## config.mk

```make
export PLATFORM = sky130hd
export DESIGN_NAME = arm_board_i2c_slave
export DESIGN_NICKNAME = d
export VERILOG_FILES = /design/src/rtl/arm_board_i2c_slave.sv
export SDC_FILE = /design/constraint.sdc
export NUM_CORES = 1
export LEC_CHECK = 0
export ABC_CLOCK_PERIOD_IN_PS = 9200
export BUFFER_PORTS_ARGS = -buffer_cell sky130_fd_sc_hd__buf_2
export CAP_MARGIN = 40
export CORE_UTILIZATION = 40
export DETAILED_ROUTE_END_ITERATION = 8
export GPL_ROUTABILITY_DRIVEN = 1
export SYNTH_ARGS = -nofsm -noshare
export SYNTH_HDL_FRONTEND = slang
export SYNTH_SLANG_ARGS = --single-unit
```

## constraint.sdc

```tcl
create_clock -name clock -period 9.2 [get_ports clock]
set_input_delay 0.92 -clock clock [delete_from_list [all_inputs] [get_ports clock]]
set_output_delay 0.92 -clock clock [all_outputs]
set_load 0.03 [all_outputs]
```

## src/rtl/arm_board_i2c_slave.sv

```systemverilog
`default_nettype none
// ============================================================================
// Module   : arm_board_i2c_slave
// Purpose  : I2C target that assembles an 88-bit command frame from register
//            writes and answers reads with a 32-bit status word.
// Revision : 1.0 - initial release
// ============================================================================
module arm_board_i2c_slave #(
    parameter int FILTER_LEN = 4,
    parameter int NUM_REGS   = 4
) (
    input  logic        clock,
    input  logic        reset,
    input  logic [6:0]  device_id,
    input  logic        scl_in,
    input  logic        sda_in,
    output logic        sda_oe,
    input  logic [31:0] status_in,
    output logic [87:0] command_frame,
    output logic        frame_valid,
    output logic        busy,
    output logic        protocol_error
);
    localparam logic [2:0] c_IDLE   = 3'd0;
    localparam logic [2:0] c_ADDR   = 3'd1;
    localparam logic [2:0] c_REG    = 3'd2;
    localparam logic [2:0] c_WDATA  = 3'd3;
    localparam logic [2:0] c_RDATA  = 3'd4;
    localparam logic [2:0] c_IGNORE = 3'd5;
    localparam int         c_CW     = $clog2(FILTER_LEN + 1);

    logic [1:0]  w_raw;
    logic [1:0]  w_filt;
    logic [1:0]  r_filt_d;
    logic [2:0]  r_state;
    logic [2:0]  w_state_next;
    logic [3:0]  r_bit_cnt;
    logic        r_ack_phase;
    logic [7:0]  r_shift;
    logic [31:0] r_tx;
    logic [7:0]  r_reg_idx;
    logic [1:0]  r_data_cnt;
    logic [15:0] r_seg;
    logic [87:0] r_staging;
    logic [87:0] r_frame;
    logic        r_sda_oe;
    logic        r_frame_valid;
    logic        r_perr;
    logic        r_busy;
    logic        w_sda_oe_next;
    logic        w_perr;
    logic        w_commit;
    logic        w_accept;

    assign w_raw = {sda_in, scl_in};

    // Index 0 is SCL, index 1 is SDA; level changes only after FILTER_LEN agreeing samples.
    for (genvar g = 0; g < 2; g++) begin : g_filt
        logic [1:0]      r_sync;
        logic [c_CW-1:0] r_cnt;
        logic            r_level;
        always_ff @(posedge clock or posedge reset) begin
            if (reset) begin
                r_sync  <= 2'b11;
                r_cnt   <= '0;
                r_level <= 1'b1;
            end else begin
                r_sync <= {r_sync[0], w_raw[g]};
                if (r_sync[1] == r_level) begin
                    r_cnt <= '0;
                end else if (r_cnt == c_CW'(FILTER_LEN - 1)) begin
                    r_level <= r_sync[1];
                    r_cnt   <= '0;
                end else begin
                    r_cnt <= r_cnt + c_CW'(1);
                end
            end
        end
        assign w_filt[g] = r_level;
    end

    logic w_scl, w_sda, w_scl_rise, w_scl_fall, w_start, w_stop, w_bus_evt;
    logic w_rx_state, w_rx_bit, w_byte_done, w_ack_end, w_addr_match, w_reg_ok;

    assign w_scl        = w_filt[0];
    assign w_sda        = w_filt[1];
    assign w_scl_rise   = w_scl & ~r_filt_d[0];
    assign w_scl_fall   = ~w_scl & r_filt_d[0];
    assign w_start      = w_scl & r_filt_d[0] & ~w_sda & r_filt_d[1];
    assign w_stop       = w_scl & r_filt_d[0] & w_sda & ~r_filt_d[1];
    assign w_bus_evt    = w_start | w_stop;
    assign w_rx_state   = (r_state == c_ADDR) || (r_state == c_REG) || (r_state == c_WDATA);
    assign w_rx_bit     = w_rx_state && w_scl_rise && !r_ack_phase && (r_bit_cnt < 4'd8);
    assign w_byte_done  = w_rx_state && w_scl_fall && !r_ack_phase && (r_bit_cnt == 4'd8);
    assign w_ack_end    = w_rx_state && w_scl_fall && r_ack_phase;
    assign w_addr_match = (r_shift[7:1] == device_id);
    assign w_reg_ok     = (r_shift != 8'd0) && (r_shift <= 8'(NUM_REGS));

    always_comb begin
        case (r_state)
            c_ADDR:  w_accept = w_addr_match;
            c_REG:   w_accept = w_reg_ok;
            c_WDATA: w_accept = (r_data_cnt != 2'd3);
            default: w_accept = 1'b0;
        endcase
    end

    always_ff @(posedge clock or posedge reset) begin
        if (reset) begin
            r_state <= c_IDLE;
        end else begin
            r_state <= w_state_next;
        end
    end

    always_comb begin
        w_state_next = r_state;
        if (w_start) begin
            w_state_next = c_ADDR;
        end else if (w_stop) begin
            w_state_next = c_IDLE;
        end else if (w_byte_done && !w_accept) begin
            w_state_next = c_IGNORE;
        end else if (w_ack_end) begin
            if (r_state == c_ADDR) begin
                w_state_next = r_shift[0] ? c_RDATA : c_REG;
            end else if (r_state == c_REG) begin
                w_state_next = c_WDATA;
            end
        end else if (r_state == c_RDATA && w_scl_rise && r_bit_cnt == 4'd8 && w_sda) begin
            w_state_next = c_IGNORE;
        end
    end

    always_comb begin
        w_sda_oe_next = r_sda_oe;
        w_perr        = 1'b0;
        w_commit      = 1'b0;
        if (w_bus_evt) begin
            w_sda_oe_next = 1'b0;
            // A segment abandoned after at least one data byte is a truncated frame.
            w_perr = (r_state == c_WDATA) && (r_data_cnt == 2'd1 || r_data_cnt == 2'd2);
        end else if (w_byte_done) begin
            w_sda_oe_next = w_accept;
            w_perr        = !w_accept && (r_state != c_ADDR);
            w_commit      = (r_state == c_WDATA) && (r_data_cnt == 2'd2) && (r_reg_idx == 8'd4);
        end else if (w_ack_end) begin
            w_sda_oe_next = (r_state == c_ADDR) && r_shift[0] && !r_tx[31];
        end else if (r_state == c_RDATA && w_scl_fall) begin
            if (r_bit_cnt < 4'd7) begin
                w_sda_oe_next = !r_tx[30];
            end else if (r_bit_cnt == 4'd7) begin
                w_sda_oe_next = 1'b0;
            end else if (r_bit_cnt == 4'd9) begin
                w_sda_oe_next = !r_tx[31];
            end
        end else if (r_state == c_IDLE || r_state == c_IGNORE) begin
            w_sda_oe_next = 1'b0;
        end
    end

    always_ff @(posedge clock or posedge reset) begin
        if (reset) begin
            r_filt_d      <= 2'b11;
            r_bit_cnt     <= '0;
            r_ack_phase   <= 1'b0;
            r_shift       <= '0;
            r_tx          <= '0;
            r_reg_idx     <= '0;
            r_data_cnt    <= '0;
            r_seg         <= '0;
            r_staging     <= '0;
            r_frame       <= '0;
            r_sda_oe      <= 1'b0;
            r_frame_valid <= 1'b0;
            r_perr        <= 1'b0;
            r_busy        <= 1'b0;
        end else begin
            r_filt_d      <= w_filt;
            r_sda_oe      <= w_sda_oe_next;
            r_frame_valid <= w_commit;
            r_perr        <= w_perr;
            if (w_bus_evt) begin
                r_bit_cnt   <= '0;
                r_ack_phase <= 1'b0;
                if (w_stop) begin
                    r_busy <= 1'b0;
                end
            end else begin
                if (w_rx_bit) begin
                    r_shift   <= {r_shift[6:0], w_sda};
                    r_bit_cnt <= r_bit_cnt + 4'd1;
                end
                if (w_byte_done && w_accept) begin
                    r_ack_phase <= 1'b1;
                    case (r_state)
                        c_ADDR: begin
                            r_busy <= 1'b1;
                            r_tx   <= status_in;
                        end
                        c_REG: begin
                            r_reg_idx  <= r_shift;
                            r_data_cnt <= 2'd0;
                        end
                        default: begin
                            r_seg      <= {r_seg[7:0], r_shift};
                            r_data_cnt <= r_data_cnt + 2'd1;
                            if (r_data_cnt == 2'd2) begin
                                case (r_reg_idx)
                                    8'd1: r_staging[23:0]  <= {r_seg, r_shift};
                                    8'd2: r_staging[47:24] <= {r_seg, r_shift};
                                    8'd3: r_staging[71:48] <= {r_seg, r_shift};
                                    8'd4: begin
                                        // Byte 0 of register 4 is padding; only bytes 1,2 land.
                                        r_staging[87:72] <= {r_seg[7:0], r_shift};
                                        r_frame          <= {r_seg[7:0], r_shift, r_staging[71:0]};
                                    end
                                    default: ;
                                endcase
                            end
                        end
                    endcase
                end
                if (w_ack_end) begin
                    r_ack_phase <= 1'b0;
                    r_bit_cnt   <= '0;
                end
                if (r_state == c_RDATA) begin
                    if (w_scl_fall) begin
                        if (r_bit_cnt < 4'd8) begin
                            r_tx      <= {r_tx[30:0], 1'b1};
                            r_bit_cnt <= r_bit_cnt + 4'd1;
                        end else if (r_bit_cnt == 4'd9) begin
                            r_bit_cnt <= '0;
                        end
                    end else if (w_scl_rise && r_bit_cnt == 4'd8 && !w_sda) begin
                        r_bit_cnt <= 4'd9;
                    end
                end
            end
        end
    end

    assign sda_oe         = r_sda_oe;
    assign command_frame  = r_frame;
    assign frame_valid    = r_frame_valid;
    assign busy           = r_busy;
    assign protocol_error = r_perr;

endmodule
`default_nettype wire

```

==> results.json, run 1 <==
{
  "status": "complete, no violations",
  "synth_ff_type": "dfrtp_1",
  "synth_edf_count": 0,
  "port_buffers": 134,
  "min_from": "g_filt[0].r_sync[0]$_DFF_PP1_",
  "hpwl_mm": 13.5,
  "power_density_nw_per_um2": 239,
  "cts_setup_buffers": 0,
  "final_common_cell": "dfrtp_1",
  "final_antenna_net_count": 0,
  "final_cells": 1221,
  "hold_buffers": 0,
  "netlist_area_um2": 10300,
  "ctsResizeCount": 0,
  "reg2reg_depth": 8,
  "place_area_um2": 11200,
  "finalWorstSetupSlack_ps": 5970,
  "setup_viol": 0,
  "period_minus_slack_ps": 3230,
  "syn_avg_cell_area_um2": 13.9,
  "path_buf_inv": 2,
  "cts_inserted_buffers": 29,
  "yosysSeqAreaShare_pct": 61.5,
  "firstDrtPassIters": 4,
  "r2r-end": "command_frame[0]$_DFFE_PP0P_",
  "critPathMostFrequentCell": "nand2_4",
  "path_clk_slew_ps": 60,
  "min_period_over_period_pct": 35.1,
  "fp.dieW_um": 162,
  "critical_path.cell_chain": "xnor2_1 -> nand4_1 -> or4_1 -> nand2_4 -> nand2_4 -> buf_4 -> buf_12 -> mux2_1",
  "grt-ovfl-total": 0,
  "syn_to_final_growth_pct": 19.5,
  "cts_max_level": 1,
  "gp_congestion": 0.826,
  "core_um2": 25200,
  "r2r_slack_ps": 5970,
  "wl_per_cell_um": 17.3,
  "tightest_slew_ps": 924,
  "leakagePower_nw": 6.49,
  "finClkSkew_ps": 10.2,
  "cts_tree": "built",
  "grt_pass1_wl_mm": 34.6,
  "startpoint": "r_shift[1]$_DFFE_PP0P_",
  "rows": 58,
  "cp-start-kind": "register",
  "num-fill-cells": 2257,
  "vdd_drop_max_mv": 0.153,
  "slew_violations": 0,
  "synth_cells": 738,
  "cpPeakStageDelay_ps": 730,
  "die_h_um": 162,
  "grt_start_max_net_pins": 158,
  "drc": 0,
  "slowest_stage": "or4_1",
  "viasPerCell": 5.09,
  "mostFrequentLayoutCells": "dfrtp_1 (244), mux2_2 (148), buf_2 (134), nor2_1 (73), mux2_1 (32)",
  "r2r-start": "r_shift[1]$_DFFE_PP0P_",
  "drv_cap": 0,
  "track_usage_pct": 16.5,
  "cts_sinks": 252,
  "ys_ff_latch": 252,
  "fin_nets": 918,
  "end_kind": "register",
  "arrival_ps": 3650,
  "hold-path-cell-count": 0,
  "final-hold-violation-count": 0,
  "fin_util_pct": 48.7,
  "fin_tns_setup_ps": 0,
  "slew_headroom_pct": 38.4,
  "crit_type": "reg -> reg",
  "n_antenna_cell": 0,
  "grt_antenna_before_repair": 0,
  "syn_nets": 788,
  "drt_wl_total_mm": 21.1,
  "die_area_um2": 26300,
  "cts-root-buf": "clkbuf_16",
  "dpl_worst_slack_ps": 5690,
  "cp_max_fo": 44,
  "ys_async_sr_fraction_pct": 100,
  "clk_latency_ps": 550,
  "clk_path_buf_depth": 3,
  "grt_pass1_vias": 6277,
  "drtIter0Drc": 326,
  "drive_above_1_share_pct": 41.6,
  "required_ps": 9620,
  "dp.cells": 1167,
  "finalInstanceArea_um2": 12300,
  "start_util_pct": 40.8,
  "min_path_type": "reg -> reg",
  "worstHoldEndpoint": "g_filt[0].r_sync[1]$_DFF_PP1_",
  "ys_warn_count": 0,
  "vias": 6209,
  "ioPinCount": 135,
  "grt_setup_unrepaired": "false",
  "crit_family": "simple AND/OR/NAND/NOR gates",
  "fmax_ghz": 0.310,
  "synth_cell_types": 58
}
-- state kept, by name, indices dropped and copies added, names as in the netlist --
name and count:
busy 1, command_frame 88, frame_valid 1, g_filt.r_cnt 6
g_filt.r_level 2, g_filt.r_sync 4, protocol_error 1, r_ack_phase 1
r_bit_cnt 4, r_data_cnt 2, r_filt_d 2, r_reg_idx 8
r_seg 16, r_shift 8, r_staging 72, r_state 3
r_tx 32, sda_oe 1
-- worst max-delay path by stage --
stage	slack [ps]	cells after the start	to
final	5970	8	command_frame[0]$_DFFE_PP0P_
after global routing	5810	8	command_frame[0]$_DFFE_PP0P_
after global placement	5720	8	command_frame[1]$_DFFE_PP0P_
after detailed placement	5690	9	command_frame[0]$_DFFE_PP0P_
after CTS	5930	8	command_frame[0]$_DFFE_PP0P_
after floorplan	1360	1	busy$_DFFE_PP0P_
-- kinds of logic after synthesis --
| kind of cell | after synthesis | synth area share, % |
|---|---|---|
| XOR/XNOR | 15 | 1.28 |
| flip-flops | 252 | 61.5 |
| AND/OR/NAND/NOR | 155 | 7.83 |
| multiplexers | 192 | 21.3 |
| AO/OA/AOI/OAI | 67 | 4.24 |
| buffers and inverters | 50 | 2.95 |
| adder cells (fa/ha/maj) | 7 | 0.853 |
-- layer usage --
layer / vias to the layer above / GRT usage (%) / part of all wire (%)
met4: 0 / 4.12 / 2.2
li1: 2877 / - / -
met1: 3153 / 22.9 / 47
met2: 141 / 26.5 / 47
met5: - / 0 / 0
met3: 38 / 3.24 / 4.6
-- through the flow --
stage	power [mW]	hold slack, ps
after global placement	1.70	346
final	2.93	354
after detailed placement	1.71	347
after global routing	3.07	362
after floorplan	1.60	345
after CTS	2.97	354
-- Yosys cell counts, types with 2 or more instances --
cell type / instances / area (um2)
dfrtp_1: 244 / 6110
mux2_2: 148 / 1670
nor2_1: 73 / 274
mux2_1: 32 / 360
o22ai_1: 31 / 194
nand2_1: 20 / 75.1
clkbuf_1: 16 / 60.1
buf_2: 13 / 65.1
a21oi_1: 11 / 55.1
xnor2_1: 11 / 96.3
buf_6: 10 / 113
mux2_4: 9 / 135
nor2b_1: 9 / 56.3
nor3b_1: 9 / 67.6
dfstp_2: 8 / 210
ha_1: 7 / 87.6
inv_1: 7 / 26.3
o21ai_0: 7 / 35.0
nand2b_1: 6 / 37.5
nor3_1: 6 / 30.0
nand3_1: 4 / 20.0
or4_1: 4 / 30.0
xor2_1: 4 / 35.0
mux2i_1: 3 / 30.0
nand4_1: 3 / 18.8
nor4_1: 3 / 18.8
o31ai_1: 3 / 22.5
a21boi_0: 2 / 15.0
a221oi_1: 2 / 17.5
a31oi_1: 2 / 12.5
buf_4: 2 / 15.0
o21a_1: 2 / 15.0
or2_2: 2 / 12.5
-- report_power, final --
group | switching (mW) | internal [mW] | total [mW]
combinational | 0.177 | 0.149 | 0.326
clock | 0.454 | 0.796 | 1.25
sequential | 0.141 | 1.21 | 1.36
-- area by class of cell --
class                      instances  area [um2]  share of cell area (%)
inverter                           7        33.8                   0.275
timing repair buffer             142         776                    6.32
clock inverter                    15         240                    1.96
tap                              330         413                    3.37
multi-input combinational        436        3670                    29.9
clock buffer                      39         823                    6.71
sequential                       252        6320                    51.5
(Power assumes the default switching activity.)
==> inputs of run 2 (changes only) <==
--- a/config.mk
+++ b/config.mk
@@ -5,7 +5,7 @@
 export SDC_FILE = /design/constraint.sdc
 export NUM_CORES = 1
 export LEC_CHECK = 0
-export ABC_CLOCK_PERIOD_IN_PS = 9200
+export ABC_CLOCK_PERIOD_IN_PS = 2920
 export BUFFER_PORTS_ARGS = -buffer_cell sky130_fd_sc_hd__buf_2
 export CAP_MARGIN = 40
 export CORE_UTILIZATION = 40
==> constraint.sdc (replaced) <==
create_clock -name clock -period 2.92 [get_ports clock]
set_input_delay 0.292 -clock clock [delete_from_list [all_inputs] [get_ports clock]]
set_output_delay 0.292 -clock clock [all_outputs]
set_load 0.03 [all_outputs]
==> results.json, run 2 (same netlist as run 1, synthesis figures left out) <==
{
  "finalWorstSetupSlack_ps": 221,
  "final-hold-violation-count": 0,
  "slew_violations": 0,
  "slew_headroom_pct": 64.7,
  "largest_reg_flops": 88,
  "clk_latency_ps": 540,
  "status": "complete, no violations",
  "fin_tns_setup_ps": 0,
  "n_antenna_cell": 0,
  "fin_util_pct": 49.0,
  "wl_per_cell_um": 16.9,
  "hpwl_mm": 13.8,
  "grt_start_max_net_pins": 89,
  "drv_cap": 0,
  "arrival_ps": 3120,
  "drtIter0Drc": 366,
  "leakagePower_nw": 6.52,
  "crit_type": "reg -> reg",
  "cts_sinks": 252,
  "viasPerCell": 5.01,
  "final_antenna_net_count": 0,
  "grt_pass1_wl_mm": 34.4,
  "reg2reg_depth": 7,
  "grt_pass1_vias": 6213,
  "port_buffers": 134,
  "cts_inserted_buffers": 27,
  "hold-path-cell-count": 3,
  "grt_setup_unrepaired": "false",
  "finClkSkew_ps": 19.8,
  "tightest_slew_ps": 528,
  "syn_to_final_growth_pct": 20.2,
  "required_ps": 3340,
  "place_area_um2": 11400,
  "fin_nets": 945,
  "final_common_cell": "dfrtp_1",
  "path_clk_slew_ps": 60,
  "min_period_over_period_pct": 92.4,
  "gp_congestion": 0.814,
  "grt_antenna_before_repair": 2,
  "end_kind": "register",
  "vias": 6234,
  "ioPinCount": 135,
  "clk_path_buf_depth": 3,
  "cts_tree": "built",
  "cts_max_level": 1,
  "fp.dieW_um": 162,
  "core_um2": 25200,
  "finalInstanceArea_um2": 12300,
  "ctsResizeCount": 0,
  "cp-start-kind": "register",
  "rows": 58,
  "drc": 0,
  "track_usage_pct": 16.5,
  "cts-root-buf": "clkbuf_16",
  "vdd_drop_max_mv": 0.413,
  "setup_viol": 0,
  "drt_wl_total_mm": 21.0,
  "fmax_ghz": 0.371,
  "power_density_nw_per_um2": 699,
  "firstDrtPassIters": 4,
  "mostFrequentLayoutCells": "dfrtp_1 (244), mux2_2 (148), buf_2 (134), nor2_1 (73), mux2_1 (32)",
  "min_path_type": "in -> reg",
  "die_area_um2": 26300,
  "grt-ovfl-total": 0,
  "cp_max_fo": 24,
  "p_total_mw": 8.64,
  "die_h_um": 162,
  "dpl_worst_slack_ps": 249,
  "start_util_pct": 40.8,
  "period_minus_slack_ps": 2700,
  "drive_above_1_share_pct": 41.3
}
[run 2: cell types whose count changed in the layout (fill, tap and decap cells not counted)]
cell	previous run	this run
clkbuf_8	6	7
inv_8	1	0
buf_12	2	8
bufinv_16	6	0
buf_4	5	19
clkbuf_1	4	11
dlygate4sd3_1	0	10
clkinvlp_4	0	1
clkbuf_16	29	27
clkinv_2	8	3
buf_16	1	0
[run 2: routing by layer]
layer  global-route usage, %  vias up  wire length, um
li1                        -     2902                -
met1                    23.7     3147             9790
met2                    25.5      146             9720
met3                    3.12       35             1110
met4                    4.25        4              371
met5                       0        -               24
[run 2: worst paths after layout]
check | from | end | slack, ps
worst max-delay path | r_shift[3]$_DFFE_PP0P_ | r_staging[14]$_DFFE_PP0P_ | 220
worst min-delay path | status_in[20] | r_tx[20]$_DFFE_PP0P_ | 20
worst max register to register | r_shift[3]$_DFFE_PP0P_ | r_staging[14]$_DFFE_PP0P_ | 220
worst min register to register | g_filt[1].r_sync[0]$_DFF_PP1_ | g_filt[1].r_sync[1]$_DFF_PP1_ | 360
max in group asynchronous | reset | r_staging[49]$_DFFE_PP0P_ | 1860
min in group asynchronous | reset | command_frame[79]$_DFFE_PP0P_ | 290
[run 2: stage by stage]
stage,hold slack [ps],instances
final,18.8,1245
after global routing,12.0,1245
after CTS,0.106,1245
after detailed placement,299,1186
after global placement,348,1185
after floorplan,296,738
[run 2: area by class of cell]
cell class                 count  area, um2
fill                        2235      12800
sequential                   252       6320
multi-input combinational    436       3670
timing repair buffer         171       1070
clock buffer                  45        813
tap                          330        413
clock inverter                 4       35.0
inverter                       7       30.0
[run 2: worst max-delay path: stages (launching register included)]
cell and delay (ps):
dfrtp_1 420, xnor2_1 170, nand4_1 220, or4_1 740, nand2_4 210, and4b_1 260
buf_12 200, mux2_2 350
[run 2: timing repair]
item / 4_1_cts / 5_1_grt
endpoints found under the hold margin: 19 / 0
buffers inserted: 0 / 0
hold buffers: 10 / 0
[run 2: where the power goes]
part / internal, mW / switching [mW]
logic: 0.556 / 0.707
clock network: 1.89 / 1.34
registers: 3.83 / 0.307
total: 6.28 / 2.36
